$ cat config.mk
export PLATFORM = sky130hd
export DESIGN_NAME = bin2bcd
export DESIGN_NICKNAME = d
export VERILOG_FILES = /design/src/rtl/bin2bcd_pkg.sv /design/src/rtl/bin2bcd_add3.sv /design/src/rtl/bin2bcd.sv
export SDC_FILE = /design/constraint.sdc
export NUM_CORES = 1
export LEC_CHECK = 0
export CAP_MARGIN = 20
export CORE_MARGIN = 3
export CORE_UTILIZATION = 35
export DETAILED_ROUTE_END_ITERATION = 10
export PLACE_DENSITY = 0.64
export SKIP_CTS_REPAIR_TIMING = 1
export SKIP_LAST_GASP = 1
export SLEW_MARGIN = 25
export SYNTH_ARGS = -nofsm -noshare
export SYNTH_HDL_FRONTEND = slang
export SYNTH_SLANG_ARGS = --single-unit
$ cat constraint.sdc
create_clock -name clk -period 2 [get_ports clk]
set_clock_uncertainty 0.15 [all_clocks]
set_input_delay 0.4 -clock clk [delete_from_list [all_inputs] [get_ports clk]]
set_output_delay 0.4 -clock clk [all_outputs]
set_load 0.03 [all_outputs]
$ cat src/rtl/bin2bcd_pkg.sv
// rtl/bin2bcd_pkg.sv - shared FSM state type and digit-count helper for bin2bcd
package bin2bcd_pkg;

  typedef enum logic [1:0] {
    IDLE  = 2'd0,
    SHIFT = 2'd1,
    DONE  = 2'd2
  } state_t;

  function automatic int digits(input int width);
    return (width + 2) / 3;
  endfunction

endpackage

$ cat src/rtl/bin2bcd_add3.sv
// rtl/bin2bcd_add3.sv - double-dabble per-digit correction: add 3 when digit >= 5
module bcd_add3 (
  input  logic [3:0] din,
  output logic [3:0] dout
);

  assign dout = (din >= 4'd5) ? din + 4'd3 : din;

endmodule

$ cat src/rtl/bin2bcd.sv
// rtl/bin2bcd.sv - sequential double-dabble binary to packed BCD converter
// Optional leading-zero blank output enabled by BIN2BCD_LZB_EN.
module bin2bcd
  import bin2bcd_pkg::*;
#(
  parameter int  WIDTH  = 8,
  localparam int DIGITS = digits(WIDTH)
) (
  input  logic                  clk,
  input  logic                  rst,
  input  logic                  start,
  input  logic [WIDTH-1:0]      bin,
  output logic                  busy,
  output logic                  valid,
  output logic [4*DIGITS-1:0]   bcd
`ifdef BIN2BCD_LZB_EN
  ,
  output logic [DIGITS-1:0]     blank
`endif
);

  localparam int CW = $clog2(WIDTH + 1);

  state_t                state, state_next;
  logic [WIDTH-1:0]      bin_sr, bin_next;
  logic [4*DIGITS-1:0]   scratch, scratch_adj, scratch_next;
  logic [CW-1:0]         cnt;
  logic                  load, step, last;

  for (genvar g = 0; g < DIGITS; g++) begin : g_add3
    bcd_add3 u_add3 (
      .din  (scratch[4*g +: 4]),
      .dout (scratch_adj[4*g +: 4])
    );
  end

  // One double-dabble iteration: corrected scratch and binary shift together.
  assign {scratch_next, bin_next} = {scratch_adj, bin_sr} << 1;
  assign last = (cnt == CW'(WIDTH - 1));

  always_ff @(posedge clk or negedge rst) begin
    if (!rst) state <= IDLE;
    else      state <= state_next;
  end

  always_comb begin
    state_next = state;
    load       = 1'b0;
    step       = 1'b0;
    busy       = 1'b0;
    valid      = 1'b0;
    case (state)
      IDLE: begin
        if (start) begin
          load       = 1'b1;
          state_next = SHIFT;
        end
      end
      SHIFT: begin
        busy = 1'b1;
        step = 1'b1;
        if (last) state_next = DONE;
      end
      DONE: begin
        valid = 1'b1;
        if (start) begin
          load       = 1'b1;
          state_next = SHIFT;
        end else begin
          state_next = IDLE;
        end
      end
      default: state_next = IDLE;
    endcase
  end

`ifdef BIN2BCD_LZB_EN
  logic [DIGITS-1:0] blank_next;
  logic              upper_zero;

  always_comb begin
    blank_next = '0;
    upper_zero = 1'b1;
    for (int i = DIGITS - 1; i >= 1; i--) begin
      upper_zero    = upper_zero & (scratch_next[4*i +: 4] == 4'd0);
      blank_next[i] = upper_zero;
    end
  end

  always_ff @(posedge clk or negedge rst) begin
    if (!rst)             blank <= '0;
    else if (step && last) blank <= blank_next;
  end
`endif

  always_ff @(posedge clk or negedge rst) begin
    if (!rst) begin
      bin_sr  <= '0;
      scratch <= '0;
      cnt     <= '0;
      bcd     <= '0;
    end else if (load) begin
      bin_sr  <= bin;
      scratch <= '0;
      cnt     <= '0;
    end else if (step) begin
      bin_sr  <= bin_next;
      scratch <= scratch_next;
      cnt     <= cnt + 1'b1;
      if (last) bcd <= scratch_next;
    end
  end

endmodule

* Word level (Yosys, flattened, before mapping) *
Index checks and enable logic that the tools add are counted.
W data, S select, Z words.

storage, ports and cells
  word-level logic and storage cells = 40
  register bits = 38
  output and inout bits = 14

cells by class
  $add $sub $neg = 4
  equal/unequal tests = 5
  mux-type cells = 17
  reduce and logical (&&, ||, !) cells = 5
  $lt $le $gt $ge = 3
  bitwise gates (word level) = 1

operator list
  cell                   count
  $mux W12               2
  $mux W4                4
  $mux W8                2
  $ge A4 B3 Y1 const B   3
  $add A4 B2 Y4 const B  2
  $pmux W2 S3            1
  $mux W1                5
  $add A4 B1 Y4 const B  1
  $eq A4 B3 Y1 const B   1
  $mux W2                2
  $ne A2 B2 Y1 const B   2
  $add A3 B2 Y3 const B  1
  $mux W3                1
  $reduce_and A3 Y1      1
  $eq A2 B1 Y1 const B   1
  $eq A2 B2 Y1 const B   1
  $logic_not A2 Y1       1
  $reduce_and A2 Y1      1
  $reduce_bool A2 Y1     1
  $reduce_or A2 Y1       1
  $not A1 Y1             1

* Longest topological paths before layout *
Gate-level depths: netlist of run 1.

  word-level depth = 5
  mapped depth = 7
  gate-level depth less buffers = 6

* By module *
Synthesis of run 1 repeated with hierarchy kept, for this count alone.

second synthesis, totals
  cell total of the unflattened synthesis = 153
  area, all modules = 1833.0 um^2

modules (own cells, without submodules)
  module    instances  area each (um^2)  cells each
  bin2bcd   1          1529.0            105
  bcd_add3  3          101.3             16

* Worst setup path before layout of run 1 *
OpenSTA, ideal clock, no wires.

  path type = register -> register
  from = reg scratch[0]
  to = reg bcd[2]
  stages on the path, launching flop included = 7
  period minus slack after synthesis = 1619 ps
  required time = 1725 ps
  arrival = 1345 ps
  setup slack = 381 ps
  buffers on the path = 0
  cell sequence = dfrtp_1 -> inv_1 -> ha_1 -> nand2b_1 -> a21oi_1 -> mux2i_1 -> mux2_2

on the way
  word-level cells in the longest chain between the ends = 2
  elaborated cells between the ends (all ways) = 3
  those cells by class = add/sub: 1; order compare: 1; mux: 1

RTL lines
  element                                               RTL line           RTL
  start: declaration                                    bin2bcd.sv:26      logic [4*DIGITS-1:0] scratch, scratch_adj, scratch_next;
  start signal: assignment                              bin2bcd.sv:108     scratch <= scratch_next;
  $add A4 B2 Y4 / $ge A4 B3 Y1 (equally long branches)  bin2bcd_add3.sv:7  assign dout = (din >= 4'd5) ? din + 4'd3 : din;
  $mux W4 *                                             bin2bcd_add3.sv:7
  end signal: assignment                                bin2bcd.sv:110     if (last) bcd <= scratch_next;
  end: declaration                                      bin2bcd.sv:15      output logic [4*DIGITS-1:0] bcd

Mark *: on every way between the ends. The rest lies on a longest branch, timed or not.
A chain may end at the register's enable or synchronous reset.

* Worst setup path after layout of run 1 *
  from = reg state[1]
  to = out busy

on the way
  word-level cells in the longest chain between the ends = 2

RTL lines
  element                   RTL line       RTL
  start: declaration        bin2bcd.sv:24  state_t state, state_next;
  start signal: assignment  bin2bcd.sv:43  else state <= state_next;
  $eq A2 B1 Y1              bin2bcd.sv:52  case (state)
  $mux W1                   bin2bcd.sv:52
  end: declaration          bin2bcd.sv:13  output logic busy,

No other way between the ends.

==> results of run 1 <==
==> metal layers <==
| metal | vias to the layer above | wire, µm | global-route usage (%) |
|---|---|---|---|
| met1 | 593 | 1650 | 17.0 |
| met4 | 0 | 29 | 3.74 |
| met3 | 4 | 120 | 3.29 |
| met2 | 25 | 1510 | 20.1 |
| li1 | 624 | - | - |
| met5 | - | 0 | 0 |
==> layout by cell type (no fill, tap or decap), types with 2 or more instances in the layout <==
cell | Yosys | final
mux2i_1 | 3 | 3
mux2_2 | 7 | 7
ha_1 | 7 | 7
xnor2_1 | 4 | 4
nor3_1 | 2 | 2
nand2b_1 | 5 | 5
clkbuf_8 | 0 | 6
buf_4 | 0 | 5
inv_1 | 6 | 6
a21oi_1 | 9 | 9
clkdlybuf4s50_1 | 0 | 21
nand2_1 | 21 | 21
o21ai_0 | 10 | 10
a22o_1 | 10 | 10
nor2_1 | 8 | 8
dfrtp_1 | 38 | 38
a22oi_1 | 7 | 7
nor3b_1 | 4 | 4
a21oi_2 | 4 | 4
nand3_1 | 3 | 3
==> cells in the mapped netlist <==
library cell and instances:
a21o_1 1, a21oi_1 9, a21oi_2 4, a22o_1 10
a22oi_1 7, and2_1 1, and2b_1 1, buf_2 5
buf_6 2, dfrtp_1 38, ha_1 7, inv_1 6
inv_2 1, mux2_2 7, mux2i_1 3, nand2_1 21
nand2b_1 5, nand3_1 3, nand4_1 1, nor2_1 8
nor2_2 1, nor2b_1 1, nor3_1 2, nor3_4 1
nor3b_1 4, o21ai_0 10, xnor2_1 4
==> through the flow <==
stage / power, W / setup TNS [ps] / instances / setup slack, ps
global route: 0.00414 / -61.4 / 262 / -61.4
detailed placement: 0.00328 / -2740 / 253 / -220
CTS: 0.00383 / -65.4 / 261 / -40.8
floorplan: 0.00273 / 0 / 163 / 381
finish: 0.00380 / 0 / 262 / 18.3
global placement: 0.00323 / -2700 / 253 / -182
==> worst max-delay path, cell delays in order (launching register included) <==
cell      delay, ps
dfrtp_1         370
nand2b_1        220
inv_2           130
buf_6           230
buf_4           200
==> how the worst max path moves through the flow <==
stage                           from     endpoint  cells after the start
after floorplan           scratch[0]       bcd[2]                      6
after global placement         start       cnt[2]                      5
after detailed placement       start  scratch[11]                      5
after CTS                   state[1]         busy                      4
after global routing        state[1]         busy                      4
final                       state[1]         busy                      4
==> flip-flops by register name, indices dropped and copies added, names as in the netlist <==
signal	cells
cnt	4
state	2
bin_sr	8
bcd	12
scratch	12
==> power by group <==
part | leakage, nW | internal, W | switching (W)
Clock | 0.0482 | 0.000278 | 0.000254
Sequential | 0.475 | 0.00112 | 0.000256
Combinational | 0.496 | 0.000860 | 0.00103
==> kinds of logic (layout without fill, tap and decap cells) <==
family | count (synthesis) | in the layout | synth area share (%)
and+or+nand+nor | 49 | 49 | 13.7
AOI/OAI and AO/OA | 41 | 41 | 15.6
DFF | 38 | 38 | 53.5
buffers and inverters | 14 | 46 | 4.15
muxes | 10 | 10 | 6.12
adders and majority gates | 7 | 7 | 4.93
xor gates and xnor gates | 4 | 4 | 1.97
==> cell type report <==
type	instances	share of cell area [%]
flip-flops and latches	38	42.9
well taps	67	3.78
clock buffers	7	3.89
repair buffers	31	13.8
clock inverters	1	0.226
multi-input cells	111	34.2
inverters	7	1.19
==> out/metrics.csv, run 1 <==
stage;metric;value;unit
outcome;status;completed;
grt;antenna_found_initial;0;
floorplan;chipHeight;77.3;µm
routing;routed_wl;3310;µm
synthesis;synth_area_leaders;dfrtp_1, a22o_1, ha_1, mux2_2, nand2_1;
synthesis;yosysSeqAreaShare;53.5;%
clocking;clock_path_buffers;2;
finish;regArea;951;µm²
grt;grt_pass1_vias;1359;
worst_setup_path;cp.arrival;1430;ps
floorplan;ios;25;
finish;finalCoreUtilization;46.0;%
grt;grt_overflow;0;
timing;period_minus_slack;1980;ps
finish;final_nets;212;
synthesis;synth_top_area_share;53.5;%
worst_setup_path;crit-reg2reg-launch;scratch[0];
routing;drtIter0Drc;58;
grt;grt_use_total;12.7;%
clocking;clock_sinks;38;
flow_run;max_cap_viol_count;0;
clocking;insertion_delay;280;ps
worst_setup_path;required;1450;ps
worst_setup_path;cp_max_fo;24;
timing;fin_crit_sh;99.1;%
timing;whs;334;ps
worst_setup_path;ff2ff_setup_slack;170;ps
timing;finalSetupViolCount;0;
finish;design_area;2220;µm²
floorplan;num_rows;25;
place;dpl_cell_area;2100;µm²
power_and_ir_drop;power_density;1710;nW/µm²
routing;antenna_left;0;
clocking;clk_pin_slew_worst_paths;70;ps
worst_hold_path;min_to;bin_sr[4];
synthesis;postSynthAreaPerCell;10.9;µm²
floorplan;core-area;4820;µm²
grt;grt_pass1_wl;6130;µm
timing;hold_viol_final;0;
timing;tightest_slew;486;ps
synthesis;synth_warnings;0;
worst_setup_path;crit_path_end_kind;output port;
routing;drtPass1Iterations;4;
worst_hold_path;hold_class;register to register;
clocking;cts_tree;built;
synthesis;syn_inst;163;
routing;wl_per_cell;12.6;µm
synthesis;synth_cell_type_count;27;
timing;max_freq;505;MHz
routing;via_per_inst;4.76;
finish;multi_input_area;758;µm²
worst_setup_path;startpoint_type;register;
finish;antennaDiodeCount;0;
timing;max_slew_margin;67.5;%
timing;drv_slew;0;
clocking;cts_buffers;5;
worst_setup_path;r2r_end;bcd[2];
synthesis;syn_area;1780;µm²
power_and_ir_drop;p_leak;1.02;nW
routing;vias;1246;
finish;num-fill-cells;463;
synthesis;yosys.area.top_type;dfrtp_1;
floorplan;initial_core_util;36.9;%
finish;synthToLayoutAreaGrowth;24.7;%
synthesis;synth_nets;181;
clocking;htreeDepth;2;
floorplan;dieArea;5970;µm²
timing;rsz0062_at_grt;yes;
floorplan;fp.dieW;77.3;µm
power_and_ir_drop;peakVddDrop;0.000759;V
worst_setup_path;reg2regPathDepth;6;
worst_setup_path;criticalPathCategory;register to output port;
routing;drcViolationCount;0;
worst_hold_path;min_delay_path_depth;2;
worst_hold_path;min_from;bin_sr[4];
place;hpwl;2280;µm
clocking;root_buffer;clkbuf_8;
synthesis;ys_ff_latch;38;
place;io_buffers;24;
grt;grt_max_degree;25;
place;gp_congestion;0.742;
finish;drive_gt1_share;14.9;%
Power figures use the tool's default switching activity.
==> run 2, diff against run 1 <==
--- a/config.mk
+++ b/config.mk
@@ -9,7 +9,7 @@
 export CORE_MARGIN = 3
 export CORE_UTILIZATION = 35
 export DETAILED_ROUTE_END_ITERATION = 10
-export PLACE_DENSITY = 0.64
+export PLACE_DENSITY = 0.52
 export SKIP_CTS_REPAIR_TIMING = 1
 export SKIP_LAST_GASP = 1
 export SLEW_MARGIN = 25
==> run 2 against run 1 <==
  * Final area hardly changed
  * Sequential share of layout area about the same
  * Non-clock buffer count decreased by 1
  * Sequential power is essentially flat
  * Power increased by 2.0%
  * Die area did not move
  * Wire length increased by 6.3%
  * Sequential cell count stayed put
  * Via count is 2.4% higher
  * Critical path type unchanged
  * Critical endpoint unchanged
  * Largest cell class unchanged
  * Largest power group unchanged
==> out/metrics.csv, run 2 (same netlist as run 1, synthesis figures left out) <==
stage;metric;value;unit;change
worst_setup_path;ff2ff_setup_slack;200;ps;+30 ps
grt;antenna_found_initial;0;;unchanged
finish;antennaDiodeCount;0;;unchanged
timing;tightest_slew;517;ps;+31.4 ps
power_and_ir_drop;power_density;1750;nW/µm²;+2.0%
place;io_buffers;24;;unchanged
floorplan;initial_core_util;36.9;%;unchanged
power_and_ir_drop;peakVddDrop;0.000564;V;-26%
floorplan;dieArea;5970;µm²;unchanged
worst_setup_path;crit_path_end_kind;output port;;
routing;route.layer.met1.wl;1580;µm;-4.1%
power_and_ir_drop;comb_power_share;50.4;%;+0.7 points
finish;num-fill-cells;477;;+3.0%
power_and_ir_drop;p_int;0.00228;W;+1.1%
timing;rsz0062_at_grt;no;;
outcome;status;completed;;
timing;period_minus_slack;1920;ps;-61.8 ps
worst_hold_path;hold_class;input port to asynchronous set/reset pin;;
finish;multi_input_area;758;µm²;unchanged
power_and_ir_drop;p_clk_share;14.0;%;about the same
timing;hold_viol_final;0;;unchanged
routing;dr_wl_met2;1770;µm;+17%
place;dp_cells;253;;unchanged
worst_setup_path;cp_slowest_cell;dfrtp_1;;
routing;drtIter0Drc;26;;-55%
finish;drive_gt1_share;14.9;%;+0.077 points
grt;grt_overflow;0;;unchanged
worst_setup_path;cp_cell_sequence;nand2b_1 > inv_2 > buf_12 > buf_4;;
routing;vias;1276;;+2.4%
clocking;insertion_delay;280;ps;about the same
clocking;clk_pin_slew_worst_paths;70;ps;about the same
finish;regArea;951;µm²;unchanged
finish;finalCoreUtilization;46.0;%;about the same
place;dpl_cell_area;2100;µm²;unchanged
power_and_ir_drop;power_switching;0.00159;W;+3.2%
routing;top_layer_used;met4;;
clocking;clock_path_buffers;2;;unchanged
floorplan;chipHeight;77.3;µm;unchanged
worst_setup_path;cp.arrival;1370;ps;-60 ps
clocking;clock_sinks;38;;unchanged
flow_run;max_cap_viol_count;0;;unchanged
power_and_ir_drop;power.total;0.00387;W;+2.0%
place;hpwl;2400;µm;+5.0%
timing;finalSetupViolCount;0;;unchanged
finish;design_area;2220;µm²;about the same
worst_setup_path;criticalPathCategory;register to output port;;
routing;drcViolationCount;0;;unchanged
timing;drv_slew;0;;unchanged
clocking;cts_buffers;5;;unchanged
worst_setup_path;startpoint_type;register;;
floorplan;fp.dieW;77.3;µm;unchanged
power_and_ir_drop;switching_share;41.0;%;+0.51 points
finish;mostFrequentLayoutCell;dfrtp_1;;
routing;route.met3.wl;130;µm;+8.3%
grt;grt_pass1_wl;6460;µm;+5.3%
routing;antenna_left;0;;unchanged
place;gp_congestion;0.745;;+0.38%
grt;grt_pass1_vias;1372;;+0.96%
power_and_ir_drop;p_leak;1.02;nW;-0.20%
worst_setup_path;cp_max_fo;24;;unchanged
routing;via_per_inst;4.89;;+2.8%
finish;final_nets;211;;-0.47%
floorplan;core-area;4820;µm²;unchanged
grt;grt_use_total;13.5;%;+0.86 points
clocking;root_buffer;clkbuf_8;;
worst_setup_path;cpPeakStageDelay;380;ps;about the same
routing;drtPass1Iterations;4;;unchanged
floorplan;ios;25;;unchanged
finish;final_cell_mix;dfrtp_1, nand2_1, clkdlybuf4s50_1, a22o_1, o21ai_0;;
clocking;htreeDepth;2;;unchanged
floorplan;num_rows;25;;unchanged
timing;whs;5.48;ps;-328 ps
finish;reg_top3;bcd x12, scratch x12, bin_sr x8;;
power_and_ir_drop;p_seq_share;35.6;%;-0.7 points
routing;wl_per_cell;13.5;µm;+6.7%
timing;max_slew_margin;65.4;%;-2.1 points
clocking;cts_tree;built;;
grt;grt_max_degree;39;;+56%
routing;routed_wl;3510;µm;+6.3%
timing;fin_crit_sh;96.0;%;-3.1 points
finish;final_cells;261;;-0.38%
finish;synthToLayoutAreaGrowth;24.6;%;about the same
timing;max_freq;521;MHz;+3.2%
worst_setup_path;required;1450;ps;about the same
run 2: changes by cell type in the layout (fill, tap and decap cells not counted), sizes merged:
cell	previous run	this run
dlygate4sd3	1	0
run 2: layer usage:
metal / track usage [%] / vias up
met5: 0 / -
met2: 23.1 / 25
met3: 3.76 / 4
li1: - / 628
met4: 4.27 / 0
met1: 16.5 / 619
run 2: final cells by class:
class                      count  area share [%]
sequential                    38            42.9
multi-input combinational    111            34.2
timing repair buffer          30            13.8
clock buffer                   7            3.90
tap                           67            3.78
inverter                       7            1.19
clock inverter                 1           0.226
run 2: critical path, delay by kind of cell (launching register included):
kind          cells  cell delay, ps
simple gates      1             220
flops             1             380
buf+inv           3             480
run 2: power groups by stage:
stage	sequential, W	combinational, W	clock (W)
global route	0.00144	0.00217	0.000602
finish	0.00138	0.00195	0.000542
global placement	0.00138	0.00187	0
CTS	0.00138	0.00194	0.000569
floorplan	0.00158	0.00116	0
detailed placement	0.00139	0.00193	0
run 2: path summary, 6_finish.rpt:
kind,start,to,cells past startpoint
min,rst,bcd[6],2
min in group clk,bin_sr[6],bin_sr[6],2
min reg2reg,bin_sr[6],bin_sr[6],2
max,state[1],busy,4
max in group asynchronous,rst,bin_sr[0],2
max reg2reg,scratch[0],bcd[2],6
run 2: through the flow:
step / TNS [ps] / setup WS, ps
floorplan: 0 / 381
global placement: -2890 / -183
detailed placement: -3850 / -273
CTS: -76.1 / -39.6
global route: 0 / 8.44
finish: 0 / 80.1
